`src/rtl/temporal_pkg.sv`:
```
// Shared types and constants for the pulse-coded temporal (gamma-cycle) datapath.
package temporal_pkg;

    // Gamma-cycle framing used by benches and neighbouring temporal blocks.
    localparam int unsigned GAMMA_CYCLE_WIDTH = 16;
    localparam int unsigned PULSE_WIDTH       = 8;

    // Exclusive-min operator state: waiting, A owns q, B owns q, finished.
    typedef enum logic [1:0] {
        IDLE  = 2'd0,
        WIN_A = 2'd1,
        WIN_B = 2'd2,
        DONE  = 2'd3
    } xmin_state_t;

    // Output level for a given (next) state: only the current winner drives q.
    function automatic logic xmin_q(input xmin_state_t s, input logic a, input logic b);
        logic r;
        r = 1'b0;
        case (s)
            WIN_A:   r = a;
            WIN_B:   r = b;
            default: r = 1'b0;
        endcase
        return r;
    endfunction

endpackage

```
`src/rtl/rise_detect.sv`:
```
// Rising-edge detector on a sampled pulse stream, re-armed at each gamma-cycle start.
module rise_detect (
    input  logic aclk,
    input  logic grst,
    input  logic d,
    output logic rise_c
);

    logic prev;

    // prev follows the input on every edge, grst included, so a level already
    // high across the gamma-cycle boundary is never seen as a new event.
    always_ff @(posedge aclk) begin
        prev <= d;
    end

    // No event can start on the gamma-cycle start edge itself.
    always_comb begin
        rise_c = d & ~prev & ~grst;
    end

endmodule

```
`src/rtl/exclusive_min_pw.sv`:
```
// Race-logic exclusive minimum: q reproduces the pulse of the strictly-first input.
module exclusive_min_pw
    import temporal_pkg::*;
(
    input  logic aclk,
    input  logic grst,
    input  logic a,
    input  logic b,
    output logic q
);

    xmin_state_t state;
    xmin_state_t next_state;
    logic        rise_a_c;
    logic        rise_b_c;
    logic        q_next;

    rise_detect u_rise_a (
        .aclk   (aclk),
        .grst   (grst),
        .d      (a),
        .rise_c (rise_a_c)
    );

    rise_detect u_rise_b (
        .aclk   (aclk),
        .grst   (grst),
        .d      (b),
        .rise_c (rise_b_c)
    );

    // State and output registers; grst starts a fresh gamma cycle with q low.
    always_ff @(posedge aclk) begin
        if (grst) begin
            state <= IDLE;
            q     <= 1'b0;
        end else begin
            state <= next_state;
            q     <= q_next;
        end
    end

    // Race resolution: first rise wins, a tie is "infinity", one pulse per cycle.
    always_comb begin
        next_state = state;
        q_next     = 1'b0;
        case (state)
            IDLE: begin
                if (rise_a_c && rise_b_c) begin
                    next_state = DONE;
                end else if (rise_a_c) begin
                    next_state = WIN_A;
                end else if (rise_b_c) begin
                    next_state = WIN_B;
                end
            end
            WIN_A: begin
                if (!a) begin
                    next_state = DONE;
                end
            end
            WIN_B: begin
                if (!b) begin
                    next_state = DONE;
                end
            end
            DONE: begin
                next_state = DONE;
            end
            default: begin
                next_state = IDLE;
            end
        endcase
        q_next = xmin_q(next_state, a, b);
    end

endmodule

```
`config.mk`:
```
export PLATFORM = sky130hd
export DESIGN_NAME = exclusive_min_pw
export DESIGN_NICKNAME = d
export VERILOG_FILES = /design/src/rtl/temporal_pkg.sv /design/src/rtl/rise_detect.sv /design/src/rtl/exclusive_min_pw.sv
export SDC_FILE = /design/constraint.sdc
export NUM_CORES = 1
export LEC_CHECK = 0
export ABC_AREA = 0
export BUFFER_PORTS_ARGS = -buffer_cell sky130_fd_sc_hd__buf_2
export CORE_AREA = 2 2 39 41
export CTS_BUF_LIST = sky130_fd_sc_hd__clkbuf_16
export DETAILED_ROUTE_END_ITERATION = 8
export DIE_AREA = 0 0 41 43
export PLACE_DENSITY_LB_ADDON = 0.25
export SLEW_MARGIN = 15
export SYNTH_ARGS = -nofsm -noshare
export SYNTH_HDL_FRONTEND = slang
export SYNTH_SLANG_ARGS = --single-unit
```
`constraint.sdc`:
```
create_clock -name aclk -period 1.8 [get_ports aclk]
set_input_delay 0.09 -clock aclk [delete_from_list [all_inputs] [get_ports aclk]]
set_output_delay 0.09 -clock aclk [all_outputs]
set_load 0.02 [all_outputs]
```
* After elaboration in Yosys (flattened, before gate mapping)
Cells that the tools add are included.
** Cells by class
- Reductions and logical operators :: 2
- Multiplexer cells :: 7
- Bitwise logic cells :: 7
- Equality and inequality tests :: 5
** Operators with widths (number)
- $mux 2 :: 5
- $pmux 2 s4 :: 1
- $eq 2x2->1 const B :: 3
- $and 1x1->1 :: 4
- $eq 2x1->1 const B :: 2
- $not 1->1 :: 3
- $logic_not 2->1 :: 1
- $pmux 1 s2 :: 1
- $logic_and 1x1->1 :: 1
** Word-level totals
- Logic and storage cells :: 25
- Output and inout port bits :: 1
- Bits in registers :: 5

* Depth between registers and ports, before layout
Gate-level depths: netlist of run 1.
- Depth after elaboration :: 9
- Depth in mapped cells :: 5
- Depth with buffers taken out :: 5

* Modules after synthesis
From an unflattened synthesis of run 1, not the netlist that was laid out.
** Second synthesis, totals
- Cells, all modules :: 23
- Area total of the unflattened synthesis :: 245.2 µm²
** Modules (own cells, without submodules)
- exclusive_min_pw :: area an instance 180.2 µm², cells each 19, seq. area each 60.1 µm², times used 1
- rise_detect :: area an instance 32.5 µm², cells each 2, seq. area each 20.0 µm², times used 2

* Worst setup path after synthesis of run 1
No wires, ideal clock.
- Path type :: reg-to-reg
- Start :: register state[0]
- End :: register q
- Data required time :: 1.682 ns
- Setup slack :: 0.290 ns
- Cell stages (with the launch flop) :: 6
- Path buffers :: 0
- Period minus slack after synthesis :: 1.510 ns
- Arrival :: 1.392 ns
- Setup time :: 0.118 ns
- Path through :: dfxtp_1 > or4b_1 > and3_1 > ha_1 > a22oi_1 > nor3_1
** Between the ends
- Word-level cells in the longest chain between the ends :: 6
- Elaborated cells on any way between the ends :: 13
- Those cells by class :: eq/ne: 5; mux: 7; reduce/logical: 1
** RTL lines
- from (decl) :: line exclusive_min_pw.sv:12 : xmin_state_t state;
- from (signal assigned) :: line exclusive_min_pw.sv:38 : state <= next_state;
- $mux 2 :: line exclusive_min_pw.sv:53 : end else if (rise_b_c) begin
- $mux 2 :: line exclusive_min_pw.sv:51 : end else if (rise_a_c) begin
- $mux 2 :: line exclusive_min_pw.sv:49 : if (rise_a_c && rise_b_c) begin
- $pmux 2 s4 (*) :: line exclusive_min_pw.sv:47 : case (state)
- $eq 2x2->1 or $eq 2x1->1 (tied branches) :: line temporal_pkg.sv:20 : case (s)
- $pmux 1 s2 (*) :: line temporal_pkg.sv:20
- to (signal assigned) :: line exclusive_min_pw.sv:39 : q <= q_next;
- to (decl) :: line exclusive_min_pw.sv:9 : output logic q
Every way passes the cells marked *; elsewhere a longest branch is shown, timed or not.
A chain may end at the register's enable or synchronous reset.

* Worst setup path in the final report of run 1
- Start :: register state[1]
- End :: register q
The elaborated chain is that of the path after synthesis.

==> metrics.txt, run 1 <==
Fin. Hold Viols 0; drt first pass iters 3; Cell Rows 14; Placer Congestion 0.791; Critical Path AT 1.75 ns; share of layout cells above drive strength 1 0.290; Seq cells post-synth 5; count of final setup violators 0; Port Buffer Count 4; Avg Cell Area, Syn 10.1 um^2; minimum hold slack 0.0159 ns; RR Startpoint state[1]; total wire length 521 um; DRT iter0 DRCs 2; max-cap violations 0; CTS resizes 0; root buffer cell clkbuf_16; Synth Net Count 29; die height 43 um; CORE AREA 1380 um^2; sequential area share after synthesis 0.430; post-route ant nets 0; post-DR wirelength/cell 11.1 um; post-layout min period 1.60 ns; vias in the first global route 198; CTS Sinks 5; die footprint 1760 um^2; Final #Nets 38; Distinct cells, synth 11; R2R setup slack 0.20 ns; worst skew pair latency 0.23 ns; max incr delay on CP 0.56 ns; static leakage 0.158 nW; Initial Utilization 0.168; antenna violations before repair 0; Critical Path Source Type flop; GR Util All Layers 0.0804; Vias 205; CP endpoint kind flop; critical path depth 4; clk_skew 0.00175 ns; Worst Hold Class in -> reg; period utilisation layout 0.888; family with the most delay on the worst path simple AND/OR/NAND/NOR gates; commonest non-fill, non-tap cell in the layout dfxtp_1; clock buffer depth 2; worst path bufs/invs 0; drt drc 0; # diodes 0; reg2reg end q; worst-path cell chain or4b_1 > and3_1 > ha_1 > nor3_1; CTS tree yes; Sum Neg Setup Slack 0 ns; Setup Fix Bufs, Post-CTS 0; Max Slew Vio Count 0; Worst slew margin 0.896; Remaining Overflow, GRT 0; RSZ-0062 raised after global routing false; most frequent cells in the layout dfxtp_1 (5), buf_2 (4), inv_1 (3), clkbuf_16 (3); Worst-path clk slew 0.03 ns; H-tree levels 1; global-route wire length before repair 779 um; critical path endpoint q; Max Freq 0.626 GHz; status complete, no violations; Fillers 151; Non-Filler Instances 47; routed vias/inst 4.36; Crit Path Max Fanout 4; Worst VDD drop 414 uV; Least-Margin Pin Slew 0.155 ns; die width 41 um; slowest CP cell or4b_1; reg2reg path depth 4; Synth Cell Area 233 um^2; Worst setup startpoint state[1]; placed cell count 43; Yosys warnings 0; Hold Buf Count CTS 0; crit path kind reg -> reg; total chip power 534 uW; I/O pin count 5; Area growth syn-to-layout 51.1%; largest net degree at the start of global routing 6; cells after synthesis 23; Num CTS Buffers 3; pwr dens 1520 nW/um^2; Worst Path Required 1.95 ns
[layer usage]
layer,global-route usage,vias up,part of all wire
li1,-,100,-
met1,0.0645,96,0.40
met2,0.103,5,0.49
met3,0.0628,4,0.056
met4,0.100,0,0.046
met5,0,-,0
[kinds of logic (layout without fill, tap and decap cells)]
family          count (synthesis)  in the layout  share of synthesized area
compound gates                  3              3                     0.0860
buf+inv                         2             10                     0.0323
simple gates                   11             11                      0.344
flops                           5              5                      0.430
fa+ha+maj                       2              2                      0.108
[stage by stage]
step                 util  setup WS, ns  area [um^2]
detailed placement  0.197         0.229          273
global placement    0.197         0.250          273
finish              0.254         0.202          352
floorplan               -         0.290          233
CTS                 0.254         0.203          352
global route        0.254         0.126          352
[cells in the mapped netlist, drive strengths merged]
master,instances,area share
or4b,2,0.086
dfxtp,5,0.43
nand3,2,0.043
ha,2,0.11
nor3,1,0.021
a22oi,1,0.032
and3,2,0.054
or2b,2,0.064
a31oi,2,0.054
or3b,2,0.075
inv,2,0.032
[report_power, final]
part | leakage (nW) | switching [mW] | internal, mW
logic | 0.0738 | 0.0237 | 0.0226
registers | 0.0416 | 0.00480 | 0.120
clock network | 0.0423 | 0.0746 | 0.288
[area by class of cell]
cell class	count	area [um^2]	area share
multi-input cells	16	125	0.356
flip-flops and latches	5	100	0.285
clock buffers	3	75.1	0.214
repair buffers	4	20.0	0.0569
well taps	16	20.0	0.0569
inverters	2	7.51	0.0214
clock inverters	1	3.75	0.0107
[flip-flops by register name, summed over array words and instances, names as in the netlist]
register / flops
u_rise_b.prev: 1
q: 1
state: 2
u_rise_a.prev: 1
[worst min-delay path by stage]
stage               from            end  slack, ns  cells past startpoint
CTS                    b  u_rise_b.prev       0.01                      1
finish                 b  u_rise_b.prev       0.02                      1
global route           b  u_rise_b.prev       0.02                      1
floorplan              a  u_rise_a.prev       0.12                      0
global placement       b  u_rise_b.prev       0.25                      1
detailed placement     b  u_rise_b.prev       0.25                      1
No activity file was read; power rests on OpenSTA's default activity.
==> run 2: changes to the inputs <==
- ABC_AREA: 0 -> 1
- BUFFER_PORTS_ARGS: -buffer_cell sky130_fd_sc_hd__buf_2 -> not set
- DONT_BUFFER_PORTS: not set -> 1
==> run 2 against run 1 <==
Compared with the run above: synthesized area down 8.6%; fmax up 27%; via count down 12%; design area down 2.8%; sequential share of layout area up 0.83 points; largest power group unchanged.
==> metrics.txt, run 2 <==
Distinct cells, synth 8; Worst Hold Class in -> reg; drt drc 0; dpl hpwl 292 um; Critical Path AT 1.42 ns; Placer Congestion 0.671; CORE AREA 1380 um^2; CTS resizes 0; Cell Rows 14; die footprint 1760 um^2; Setup Fix Bufs, Post-CTS 0; Worst VDD drop 524 uV; Synth Net Count 33; vias in the first global route 167; period utilisation layout 0.699; # diodes 0; Avg Cell Area, Syn 7.88 um^2; Fillers 147; Port Buffer Count 0; DP Worst Slack 0.553 ns; die height 43 um; Worst slew margin 0.864; Worst-path clk slew 0.03 ns; largest net degree at the start of global routing 5; Remaining Overflow, GRT 0; global-route wire length before repair 607 um; largest cells by area after synthesis dfxtp_1 (47%), ha_1 (12%), nand2_1 (11%); Top FF cell, synth dfxtp_1; Least-Margin Pin Slew 0.203 ns; Max Freq 0.795 GHz; H-tree levels 1; Worst Path Required 1.96 ns; GR Util All Layers 0.0614; count leader, synth nand2_1; total wire length 397 um; area post-placement 233 um^2; Area growth syn-to-layout 60.6%; Yosys top cell area share 0.471; Vias 180; CP endpoint kind flop; I/O pin count 5; Fin. Hold Viols 0; CTS Sinks 5; Sum Neg Setup Slack 0 ns; post-route ant nets 0; Max Slew Vio Count 0; total chip power 516 uW; Critical Path Source Type flop; pwr dens 1510 nW/um^2; static leakage 0.160 nW; cells after synthesis 27; Yosys warnings 0; max FFs per register 2; Synth async-reset ratio 0; commonest non-fill, non-tap cell in the layout nand2_1; clk_skew 0.000792 ns; DRT iter0 DRCs 3; worst skew pair latency 0.22 ns; post-layout min period 1.26 ns; area leader, netlist dfxtp_1; antenna violations before repair 0; max-cap violations 0; Crit Path Max Fanout 3; Num CTS Buffers 3; top cells by count, synth nand2_1 (6), dfxtp_1 (5), a21oi_1 (4), inv_1 (4), nor2_1 (4); RSZ-0062 raised after global routing false; Initial Utilization 0.154; root buffer cell clkbuf_16; Synth Cell Area 213 um^2; CTS tree yes; EDFF count, synth 0; Final #Nets 41; final worst setup slack 0.542 ns; Seq cells post-synth 5; sequential area share after synthesis 0.471; die width 41 um; routed vias/inst 3.60; Biggest register state; crit path kind reg -> reg; count of final setup violators 0; cell area after layout 342 um^2; Hold Buf Count CTS 3; status complete, no violations; clock buffer depth 2; share of layout cells above drive strength 1 0.118; drt first pass iters 3; most frequent cells in the layout nand2_1 (6), inv_1 (5), dfxtp_1 (5); post-DR wirelength/cell 7.94 um
==> run 2: cell types whose count changed in the layout (fill, tap and decap cells not counted), sizes merged, moves of 3 or more <==
cell,previous run,this run
dlygate4sd3,0,3
buf,4,0
a21oi,0,5
nand2,0,6
nor2,0,4
==> run 2: layer usage <==
layer	global-route usage	wire length (um)	up-vias
met4	0.100	0	0
met3	0.0419	37	0
li1	-	-	96
met2	0.0594	180	5
met5	0	0	-
met1	0.0615	179	79
==> run 2: worst max-delay path: stages, from the launching register on <==
cell	delay, ns
dfxtp_1	0.31
a21oi_1	0.20
nand2_1	0.11
ha_1	0.27
or2_1	0.21
a21oi_2	0.09
==> run 2: where the power goes <==
| group | leakage, nW | internal (mW) | total, mW | switching [mW] |
|---|---|---|---|---|
| Sequential | 0.0415 | 0.120 | 0.125 | 0.00555 |
| Combinational | 0.0762 | 0.0174 | 0.0368 | 0.0194 |
| Clock | 0.0423 | 0.287 | 0.354 | 0.0669 |
==> run 2: stage by stage <==
stage                     hold WS, ns  std cells   util
final                          0.0115         50  0.247
after global routing           0.0333         50  0.247
after CTS                      0.0111         50  0.247
after detailed placement        0.118         43  0.168
after global placement          0.118         43  0.168
after floorplan                 0.118         27      -
==> run 2: cell type report <==
class                           count  area [um^2]  area share
Sequential cell                     5          100       0.293
Multi-Input combinational cell     18         97.6       0.286
Clock buffer                        3         75.1       0.220
Timing Repair Buffer                3         30.0      0.0879
Tap cell                           16         20.0      0.0586
Inverter                            4         15.0      0.0440
Clock inverter                      1         3.75      0.0110
==> run 2: cell families (layout without fill, tap and decap cells) <==
kind of cell,Yosys count,in the layout,share of synthesized area
buffers and inverters,4,11,0.0706
adders and majority gates,2,2,0.118
DFF,5,5,0.471
and+or+nand+nor,11,11,0.206
AOI/OAI and AO/OA,5,5,0.135
==> run 2: final timing paths <==
| path | from | end | slack, ns | cells past startpoint |
|---|---|---|---|---|
| min | a | q | 0.01 | 2 |
| max reg2reg | state[0] | q | 0.54 | 5 |
| max | state[0] | q | 0.54 | 5 |
| min reg2reg | u_rise_b.prev | state[1] | 0.51 | 3 |
==> run 3: changes to the inputs <==
- clock period: 1.8 -> 1.3 ns (I/O delays scaled with it)
==> run 3 against run 2 <==
Compared with the run above: wire length grew 7.1%; largest power group unchanged; fmax grew 2.8%; clock power grew 42%; sequential power grew 42%; clock skew shrank 0.00060 ns; clock-buffer cell count is the same; core utilization grew 1.4 points; critical path depth grew 2.
==> metrics.txt, run 3 (synthesized netlist as in run 2, its figures left out) <==
Critical Path AT 1.39 ns; final worst setup slack 0.0753 ns; Worst VDD drop 1080 uV; die height 43 um; minimum hold slack 0.0102 ns; GR Util All Layers 0.0634; # diodes 0; CORE AREA 1380 um^2; reg2reg path depth 7; cell mode on critical path nand2_1; H-tree levels 1; max incr delay on CP 0.33 ns; static leakage 0.167 nW; Fin. Hold Viols 0; area post-placement 233 um^2; post-layout min period 1.22 ns; crit path kind reg -> reg; CP endpoint kind flop; RSZ-0062 raised after global routing true; Crit Path Max Fanout 3; Final #Nets 42; post-route ant nets 0; share of layout cells above drive strength 1 0.286; I/O pin count 5; Max Slew Vio Count 0; Worst-path clk slew 0.03 ns; slowest CP cell dfxtp_2; worst skew pair latency 0.23 ns; antenna violations before repair 0; largest net degree at the start of global routing 5; Placer Congestion 0.682; worst hold path depth 2; Worst Path Required 1.46 ns; die width 41 um; Cell Rows 14; max-cap violations 0; DP Worst Slack 0.0468 ns; count of final setup violators 0; cell area after layout 362 um^2; global-route wire length before repair 662 um; routed vias/inst 3.71; drt drc 0; CTS Sinks 5; most frequent cells in the layout nand2_1 (6), inv_1 (5); Remaining Overflow, GRT 0; Biggest register state; status complete, no violations; Num CTS Buffers 3; post-DR wirelength/cell 8.33 um; R2R setup slack 0.08 ns; placed cell count 43; drt first pass iters 2; Port Buffer Count 0; Non-Filler Instances 51; clk_skew 0.000188 ns; Worst slew margin 0.864; DRT iter0 DRCs 2; Worst Hold Class in -> reg; vias in the first global route 176; total wire length 425 um; Area growth syn-to-layout 70.0%; dpl hpwl 285 um; root buffer cell clkbuf_16; period utilisation layout 0.942; CTS tree yes; Fillers 150; max FFs per register 2; register area 103 um^2; commonest non-fill, non-tap cell in the layout nand2_1; Least-Margin Pin Slew 0.204 ns; Vias 189; Initial Utilization 0.154; Critical Path Source Type flop; pwr dens 2040 nW/um^2; Max Freq 0.817 GHz; die footprint 1760 um^2; multi-input logic area 108 um^2; clock buffer depth 2; worst-path cell chain nor2_2 > nand2_1 > nand2_1 > inv_1 > ha_1 > or2_1 > a21oi_2
run 3: cell types whose count changed in the layout (fill, tap and decap cells not counted), sizes merged:
| cell | change |
|---|---|
| buf | +1 |
run 3: per-layer routing:
| layer | vias to the layer above | global-route usage | routed length [um] | part of all wire |
|---|---|---|---|---|
| li1 | 99 | - | - | - |
| met1 | 81 | 0.0777 | 177 | 0.42 |
| met2 | 7 | 0.0625 | 181 | 0.43 |
| met3 | 2 | 0.0524 | 44 | 0.10 |
| met4 | 0 | 0.0600 | 21 | 0.049 |
| met5 | - | 0 | 0 | 0 |
run 3: worst paths after layout:
path / startpoint / end
setup / recovery: state[1] / q
hold / removal: grst / q
setup reg to reg: state[1] / q
hold reg to reg: u_rise_b.prev / state[1]
run 3: cell type report:
| cell class | instances | area share |
|---|---|---|
| Clock inverter | 1 | 0.0104 |
| Timing Repair Buffer | 4 | 0.104 |
| Tap cell | 16 | 0.0554 |
| Multi-Input combinational cell | 18 | 0.298 |
| Clock buffer | 3 | 0.208 |
| Sequential cell | 5 | 0.284 |
| Inverter | 4 | 0.0415 |
run 3: report_power, final:
part	total (mW)	leakage (nW)	switching, mW	internal [mW]
Sequential	0.177	0.0422	0.0107	0.167
Clock	0.501	0.0423	0.102	0.398
Combinational	0.0612	0.0821	0.0295	0.0317
Total	0.739	0.167	0.143	0.597
run 3: through the flow:
stage	TNS (ns)	power [mW]	util
global placement	0	0.218	0.168
CTS	0	0.729	0.247
detailed placement	0	0.220	0.168
finish	0	0.739	0.261
global route	-0.0334	0.765	0.261
floorplan	0	0.212	-
run 3: critical path: cells and delay by family (launching register included):
kind                       cells  cell delay [ns]
DFF                            1             0.33
buffers and inverters          1             0.04
and+or+nand+nor                4             0.44
adders and majority gates      1             0.27
AOI/OAI and AO/OA              1             0.09
run 3: repair_timing:
action | in CTS | in global routing
buffers inserted | 0 | 1
hold buffers | 3 | 0
setup endpoints to repair | 0 | 1
gates resized for setup | 0 | 5
hold endpoints to repair | 5 | 0
